`config.mk`:
```
export PLATFORM = sky130hd
export DESIGN_NAME = tea_iter_encryptor_flat
export DESIGN_NICKNAME = d
export VERILOG_FILES = /design/src/rtl/tea_iter_encryptor_if.sv /design/src/rtl/tea_iter_encryptor.sv /design/src/flat_wrapper.sv
export SDC_FILE = /design/constraint.sdc
export NUM_CORES = 1
export LEC_CHECK = 0
export ABC_AREA = 1
export BUFFER_PORTS_ARGS = -buffer_cell sky130_fd_sc_hd__buf_2
export CORE_MARGIN = 2
export CORE_UTILIZATION = 61
export CTS_CLUSTER_SIZE = 10
export DETAILED_ROUTE_END_ITERATION = 8
export PLACE_DENSITY = 0.82
export SYNTH_ARGS = -nofsm -noshare
export SYNTH_HDL_FRONTEND = slang
export SYNTH_SLANG_ARGS = --single-unit
```
`constraint.sdc`:
```
create_clock -name clk -period 12.8 [get_ports clk]
set_input_delay 1.92 -clock clk [delete_from_list [all_inputs] [get_ports clk]]
set_output_delay 1.92 -clock clk [all_outputs]
set_load 0.05 [all_outputs]
```
`src/rtl/tea_iter_encryptor_if.sv`:
```
// Plaintext/ciphertext handshake bundle for the iterative TEA encryptor.
// The master drives plaintext and key and consumes the ciphertext; the slave is the encryptor.
interface tea_iter_encryptor_if;
  logic         in_valid;
  logic         in_ready;
  logic [63:0]  inBlock64;
  logic [127:0] key;
  logic         out_valid;
  logic         out_ready;
  logic [63:0]  outBlock64;

  modport master (
    output in_valid, inBlock64, key, out_ready,
    input  in_ready, out_valid, outBlock64
  );

  modport slave (
    input  in_valid, inBlock64, key, out_ready,
    output in_ready, out_valid, outBlock64
  );
endinterface

```
`src/rtl/tea_iter_encryptor.sv`:
```
// Iterative TEA encryptor: one full cycle (both half-rounds) per clock, ROUNDS clocks per block.
// Optional CBC chaining is built when TEA_CBC_EN is defined; the default build is plain ECB.
//
// state | meaning
// IDLE  | in_ready high, waiting for a plaintext block
// RUN   | one TEA cycle per enabled clock, cnt counts completed cycles
// DONE  | out_valid high, ciphertext held until out_ready
module tea_iter_encryptor #(
  parameter int unsigned ROUNDS = 32,
  parameter logic [31:0] DELTA  = 32'h9E3779B9
) (
  input  logic                       clk,
  input  logic                       rst,
  input  logic                       ena,
`ifdef TEA_CBC_EN
  input  logic [63:0]                iv,
  input  logic                       iv_load,
`endif
  tea_iter_encryptor_if.slave        bus
);

  typedef enum logic [1:0] {IDLE, RUN, DONE} state_t;

  localparam logic [5:0] LAST = 6'(ROUNDS - 1);

  state_t        state_q;
  logic [5:0]    cnt_q;
  logic [31:0]   sum_q;
  logic [31:0]   v0_q;
  logic [31:0]   v1_q;
  logic [127:0]  key_q;
  logic [63:0]   out_q;
  logic          in_ready_q;
  logic          out_valid_q;

  logic [31:0]   k0, k1, k2, k3;
  logic [31:0]   sum_d;
  logic [31:0]   v0_d;
  logic [31:0]   v1_d;
  logic [63:0]   pt_in;

  assign k0 = key_q[127:96];
  assign k1 = key_q[95:64];
  assign k2 = key_q[63:32];
  assign k3 = key_q[31:0];

  // Second half-round deliberately consumes the freshly updated v0.
  assign sum_d = sum_q + DELTA;
  assign v0_d  = v0_q + (((v1_q << 4) + k0) ^ (v1_q + sum_d) ^ ((v1_q >> 5) + k1));
  assign v1_d  = v1_q + (((v0_d << 4) + k2) ^ (v0_d + sum_d) ^ ((v0_d >> 5) + k3));

`ifdef TEA_CBC_EN
  logic [63:0] chain_q;
  // A same-cycle iv_load takes precedence as the XOR operand for this block.
  assign pt_in = bus.inBlock64 ^ (iv_load ? iv : chain_q);
`else
  assign pt_in = bus.inBlock64;
`endif

  always_ff @(posedge clk or posedge rst) begin
    if (rst) begin
      state_q     <= IDLE;
      cnt_q       <= '0;
      sum_q       <= '0;
      v0_q        <= '0;
      v1_q        <= '0;
      key_q       <= '0;
      out_q       <= '0;
      in_ready_q  <= 1'b1;
      out_valid_q <= 1'b0;
`ifdef TEA_CBC_EN
      chain_q     <= '0;
`endif
    end else if (ena) begin
      case (state_q)
        IDLE: begin
`ifdef TEA_CBC_EN
          if (iv_load) chain_q <= iv;
`endif
          if (bus.in_valid) begin
            v0_q       <= pt_in[63:32];
            v1_q       <= pt_in[31:0];
            key_q      <= bus.key;
            sum_q      <= '0;
            cnt_q      <= '0;
            state_q    <= RUN;
            in_ready_q <= 1'b0;
          end
        end
        RUN: begin
          sum_q <= sum_d;
          v0_q  <= v0_d;
          v1_q  <= v1_d;
          cnt_q <= cnt_q + 6'd1;
          if (cnt_q == LAST) begin
            out_q       <= {v0_d, v1_d};
`ifdef TEA_CBC_EN
            chain_q     <= {v0_d, v1_d};
`endif
            state_q     <= DONE;
            out_valid_q <= 1'b1;
          end
        end
        DONE: begin
          if (bus.out_ready) begin
            state_q     <= IDLE;
            out_valid_q <= 1'b0;
            in_ready_q  <= 1'b1;
          end
        end
        default: begin
          state_q     <= IDLE;
          out_valid_q <= 1'b0;
          in_ready_q  <= 1'b1;
        end
      endcase
    end
  end

  assign bus.in_ready   = in_ready_q;
  assign bus.out_valid  = out_valid_q;
  assign bus.outBlock64 = out_q;

endmodule

```
`src/flat_wrapper.sv`:
```
// flat-port wrapper written by rule: the top's interface ports become plain ports
module tea_iter_encryptor_flat 
#(
  parameter int unsigned ROUNDS = 32,
  parameter logic [31:0] DELTA  = 32'h9E3779B9
)
  (clk, rst, ena, bus_in_valid, bus_inBlock64, bus_key, bus_out_ready, bus_in_ready, bus_out_valid, bus_outBlock64);
  tea_iter_encryptor_if bus_i ();
  input  logic clk;
  input  logic rst;
  input  logic ena;
  input wire logic [$bits(bus_i.in_valid)-1:0] bus_in_valid;
  input wire logic [$bits(bus_i.inBlock64)-1:0] bus_inBlock64;
  input wire logic [$bits(bus_i.key)-1:0] bus_key;
  input wire logic [$bits(bus_i.out_ready)-1:0] bus_out_ready;
  output wire logic [$bits(bus_i.in_ready)-1:0] bus_in_ready;
  output wire logic [$bits(bus_i.out_valid)-1:0] bus_out_valid;
  output wire logic [$bits(bus_i.outBlock64)-1:0] bus_outBlock64;
  assign bus_i.in_valid = bus_in_valid;
  assign bus_i.inBlock64 = bus_inBlock64;
  assign bus_i.key = bus_key;
  assign bus_i.out_ready = bus_out_ready;
  assign bus_in_ready = bus_i.in_ready;
  assign bus_out_valid = bus_i.out_valid;
  assign bus_outBlock64 = bus_i.outBlock64;
  tea_iter_encryptor #(.ROUNDS(ROUNDS), .DELTA(DELTA)) u_core (.clk(clk), .rst(rst), .ena(ena), .bus(bus_i));
endmodule
```
---- After elaboration in Yosys (flattened, before gate mapping) ----
Index checks and enable logic that the tools add are counted.
cells by class
  add/sub/neg operators ................... 10
  equality and inequality tests ........... 6
  muxes and demuxes ....................... 18
  bitwise gates (word level) .............. 6
  reductions and logical operators ........ 8
operators with widths
  cell                    number
  $add 32x32->32          6
  $pmux 32 s2             3
  $xor 32x32->32          4
  $mux 32                 3
  $add 27x32->32          2
  $add 32x32->32 const B  1
  $pmux 6 s2              1
  $reduce_and 4->1        3
  $reduce_and 3->1        3
  $add 6x1->6 const B     1
  $eq 6x5->1 const B      1
  $mux 2                  3
  $mux 6                  1
  $pmux 1 s3              2
  $pmux 2 s3              1
  $mux 1                  4
  $ne 2x2->1 const B      2
  $eq 2x1->1 const B      1
  $eq 2x2->1 const B      1
  $logic_not 2->1         1
  $ne 2x1->1 const B      1
  $not 1->1               2
  $reduce_bool 2->1       1
word-level totals
  bits in registers ....................... 298
  input bits .............................. 197

---- Logic depth before layout (Yosys ltp) ----
  depth in word-level cells ............... 10
  depth in mapped cells ................... 64
  mapped depth without buffers ............ 64

---- Worst setup path before layout ----
OpenSTA, ideal clock, no wires.
  kind .................................... reg-to-reg
  from .................................... reg u_core.sum_q[0]
  to ...................................... reg u_core.v1_q[31]
  data arrival time ....................... 7709 ps
  path slack .............................. 4974 ps
  cell stages (with the launch flop) ...... 61
  buffers on the path ..................... 0
  path through ............................ dfrtp_1 -> ha_1 -> nand2_1 -> nand3_2 -> a21oi_2 -> nand2_1 -> nand2_1 -> nor2_1 -> nor2_2 -> inv_2 -> nor3_4 -> xor2_1 -> inv_1 -> ha_1 -> nand2_2 -> inv_1 -> nand2_1 -> nand2_1 -> (+25 left out) -> nand2_1 -> nand3_1 -> xor2_1 -> xor2_1 -> inv_1 -> ha_1 -> nand2_1 -> inv_1 -> nor3_1 -> inv_1 -> a31oi_1 -> a31oi_1 -> inv_1 -> nand3_2 -> nand3_1 -> nand3_1 -> nand2_1 -> nand2_1
between the ends
  longest elaborated chain between the ends .. 10
RTL lines
  element                           line                      source
  from (decl)                       tea_iter_encryptor.sv:28  logic [31:0] sum_q;
  from (signal assigned)            tea_iter_encryptor.sv:91  sum_q <= sum_d;
  $add 32x32->32 (*)                tea_iter_encryptor.sv:48  assign sum_d = sum_q + DELTA;
  $add 32x32->32 (*)                tea_iter_encryptor.sv:49  assign v0_d = v0_q + (((v1_q << 4) + k0) ^ (v1_q + sum_d) ^ ((v1_q >> 5) + k1));
  $xor 32x32->32 (*) (2 in series)  tea_iter_encryptor.sv:49
  $add 32x32->32 (*)                tea_iter_encryptor.sv:49
  via u_core.v0_d[30]               tea_iter_encryptor.sv:38  logic [31:0] v0_d;
  $add 32x32->32                    tea_iter_encryptor.sv:50  assign v1_d = v1_q + (((v0_d << 4) + k2) ^ (v0_d + sum_d) ^ ((v0_d >> 5) + k3));
  $xor 32x32->32                    tea_iter_encryptor.sv:50
  $xor 32x32->32 (*)                tea_iter_encryptor.sv:50
  $add 32x32->32 (*)                tea_iter_encryptor.sv:50
  $pmux 32 s2 (*)                   tea_iter_encryptor.sv:75  case (state_q)
  to (signal assigned)              tea_iter_encryptor.sv:82  v1_q <= pt_in[31:0];
  to (signal assigned)              tea_iter_encryptor.sv:93  v1_q <= v1_d;
  to (decl)                         tea_iter_encryptor.sv:30  logic [31:0] v1_q;
The timed path passes the listed nets; every way through them passes the cells marked *.
A chain may end at the register's enable or synchronous reset.

---- Worst setup path after layout ----
Same ends and word-level chain as after synthesis.

==> qor.yml <==
run_status:
  status: "finished clean"
critical_path:
  worstSetupPathType: "reg -> reg"
  crit_top_cell: "nand2_1"
  worstPathArrival_ps: 10400
  r2r-end: "u_core.v1_q[31]"
  r2r-start: "u_core.sum_q[0]"
  path_max_fanout: 6
  cp.required_ps: 13240
  crit_path_end_kind: "flop"
  rr_worst_depth: 58
  crit_path_max_incr_delay_ps: 530
  r2r_setup_slack_ps: 2840
  critPathSlowestCell: "xor2_1"
  critPathLaunchType: "flop"
global_route:
  grt_remaining_overflow: 0
  grt_pass1_vias: 22700
  grt.total_usage_pct: 36.2
  grt_pass1_wl_um: 119000
  grt_start_max_net_pins: 103
  antenna_found_initial: 0
sta:
  drv_slew: 0
  finalSetupViolations: 0
  fmax_mhz: 100
  hold_viol_final: 0
  fin_crit_sh_pct: 77.8
  fin_crit_ps: 9960
  finalSetupTns_ps: 0
  worst_pin_slew_ps: 1200
  rsz0062_at_grt: "false"
  finClkSkew_ps: 35.1
  slew_headroom_pct: 19.5
clock_tree:
  cts_buffer_depth: 3
  path_clk_slew_ps: 50
  htree_levels: 2
  root_buffer: "clkbuf_16"
  post_cts_resized: 0
  cts_hold_buf: 0
  postCtsSetupBuffers: 0
  numCtsBuffers: 37
  cts_tree: "yes"
  clock_latency_ps: 570
  cts.sinks: 298
layout:
  nNetsFinal: 4080
  antenna_cells: 0
  fin_cells: 4167
  drive_above_1_share_pct: 11.8
  final_common_cell: "nand2_1"
  layout_common_cells: "nand2_1, dfrtp_1, inv_1"
  n_fill_cell: 3475
  area_growth_pct: 11.7
synth:
  syn_nets: 3835
  synth.distinct_cells: 54
  synth_xor_area_share_pct: 12.3
  synthSimpleGateAreaFrac_pct: 24.3
  synth_top_family_by_area: "simple AND/OR/NAND/NOR gates"
  synth-seq-cells: 298
  synthesis.area_sq_um: 24900
  synth_edf_count: 0
  avgSynthCellArea_sq_um: 7.36
  seq_area_frac_synth_pct: 30.0
  syn_inst: 3381
  async_flop_share_pct: 100
  synth-compound-area-share_pct: 14.5
  synthAdderAreaFrac_pct: 13.2
  synth_mux_area_share_pct: 0
  yosysWarnings: 0
  synth_ff_type: "dfrtp_1"
placement:
  hpwlAfterDp_um: 60200
  gp_congestion: 1.01
  io_buffers: 262
  dp_cells: 4112
route:
  detail_route.vias_per_cell: 5.74
  vias: 23900
  drc: 0
  wirelength_um: 76800
  drtAntennaViolNets: 0
  avgRoutedWirePerCell_um: 18.4
  drtIter0Drc: 2150
  dr.pass1.iters: 5
hold_path:
  hold_class: "reg -> reg"
  hp-start: "u_core.key_q[88]"
  min_path_cells: 2
  hold_path_end: "u_core.key_q[88]"
floorplanning:
  die-height_um: 206
  io_pins: 263
  fp.coreArea_sq_um: 40000
  die_area_sq_um: 42400
  floorplan.initialDensity_pct: 62.2
  die-width_um: 206
  fp-row-count: 73
run:
  drv_cap: 0
## worst max-delay path: cells and delay by family (launching register included)
family,cells,cell delay (ps)
DFF,1,420
xor gates and xnor gates,7,1810
buffers and inverters,5,400
adders and majority gates,5,1640
AOI/OAI and AO/OA,10,1610
and+or+nand+nor,31,3910
## final cells by class
class                           instances  area [sq um]  area share [%]
Timing Repair Buffer                  275          1410            5.07
Multi-Input combinational cell       2708         16000            57.7
Tap cell                              525           657            2.36
Clock buffer                           51          1040            3.74
Inverter                              306          1160            4.16
Sequential cell                       298          7460            26.8
Clock inverter                          4          27.5          0.0990
## synth_stat cells (4+ instances only)
library cell	instances	area, sq um
a211oi_1	8	60.1
a21boi_1	4	30.0
a21boi_2	5	56.3
a21o_1	20	150
a21oi_1	251	1260
a21oi_2	13	114
a31oi_1	28	175
buf_1	4	15.0
clkbuf_1	63	236
dfrtp_1	297	7430
fa_1	8	160
ha_1	249	3120
inv_1	295	1110
inv_2	10	37.5
nand2_1	1080	4050
nand2_2	24	150
nand3_1	145	726
nand3_2	11	110
nand3b_1	5	37.5
nand4_1	15	93.8
nor2_1	147	552
nor2_4	6	67.6
nor3_1	27	135
nor4_1	10	62.6
o211ai_1	12	90.1
o21a_1	8	60.1
o21ai_0	174	871
o21ai_1	16	80.1
o21ai_2	17	149
o21bai_1	19	143
o221ai_1	4	35.0
o22ai_1	21	131
o31ai_1	7	52.6
or2_2	5	31.3
xnor2_1	100	876
xor2_1	248	2170
## sequential cells by signal, indices dropped and copies added, names as in the netlist
name and flops:
u_core.key_q 128, u_core.bus.outBlock64 64, u_core.sum_q 32, u_core.v0_q 32, u_core.v1_q 32, u_core.cnt_q 6
u_core.state_q 2, u_core.bus.in_ready 1, u_core.bus.out_valid 1
## per-layer routing
metal  vias up  part of all wire (%)  global-route usage [%]
li1      11600                     -                       -
met1     11200                    44                    50.8
met2       995                    44                    56.3
met3       158                   8.6                    6.07
met4         0                   3.7                    13.5
met5         -                     0                       0
## cells by family (layout without fill, tap and decap cells)
kind of cell,count (synthesis),count (layout)
simple gates,1479,1479
compound gates,623,623
buf+inv,375,636
xor+xnor,349,349
flops,298,298
fa+ha+maj,257,257
## worst max path at each step
stage	start	end	slack, ps	depth (start not counted)
2_1_floorplan	rst	u_core.bus.outBlock64[0]	2650	1
3_3_place_gp	u_core.sum_q[0]	u_core.v1_q[31]	3000	58
3_5_place_dp	u_core.sum_q[0]	u_core.v1_q[31]	3000	58
4_1_cts	u_core.sum_q[0]	u_core.v1_q[31]	2950	58
5_1_grt	u_core.sum_q[0]	u_core.v1_q[31]	2140	58
6_report	u_core.sum_q[0]	u_core.v1_q[31]	2840	58
## stage by stage
stage	hold slack, ps	area, sq um	setup slack [ps]	util, %
after floorplan	448	24900	2650	-
final	479	27800	2840	69.5
after CTS	482	27800	2950	69.5
after global routing	505	27800	2140	69.5
after global placement	462	26700	3000	66.8
after detailed placement	468	26700	3000	66.8
Power is left out: the tool's default activity adds up to more than one toggle a clock period on the data nets, which glitch-free logic cannot reach.
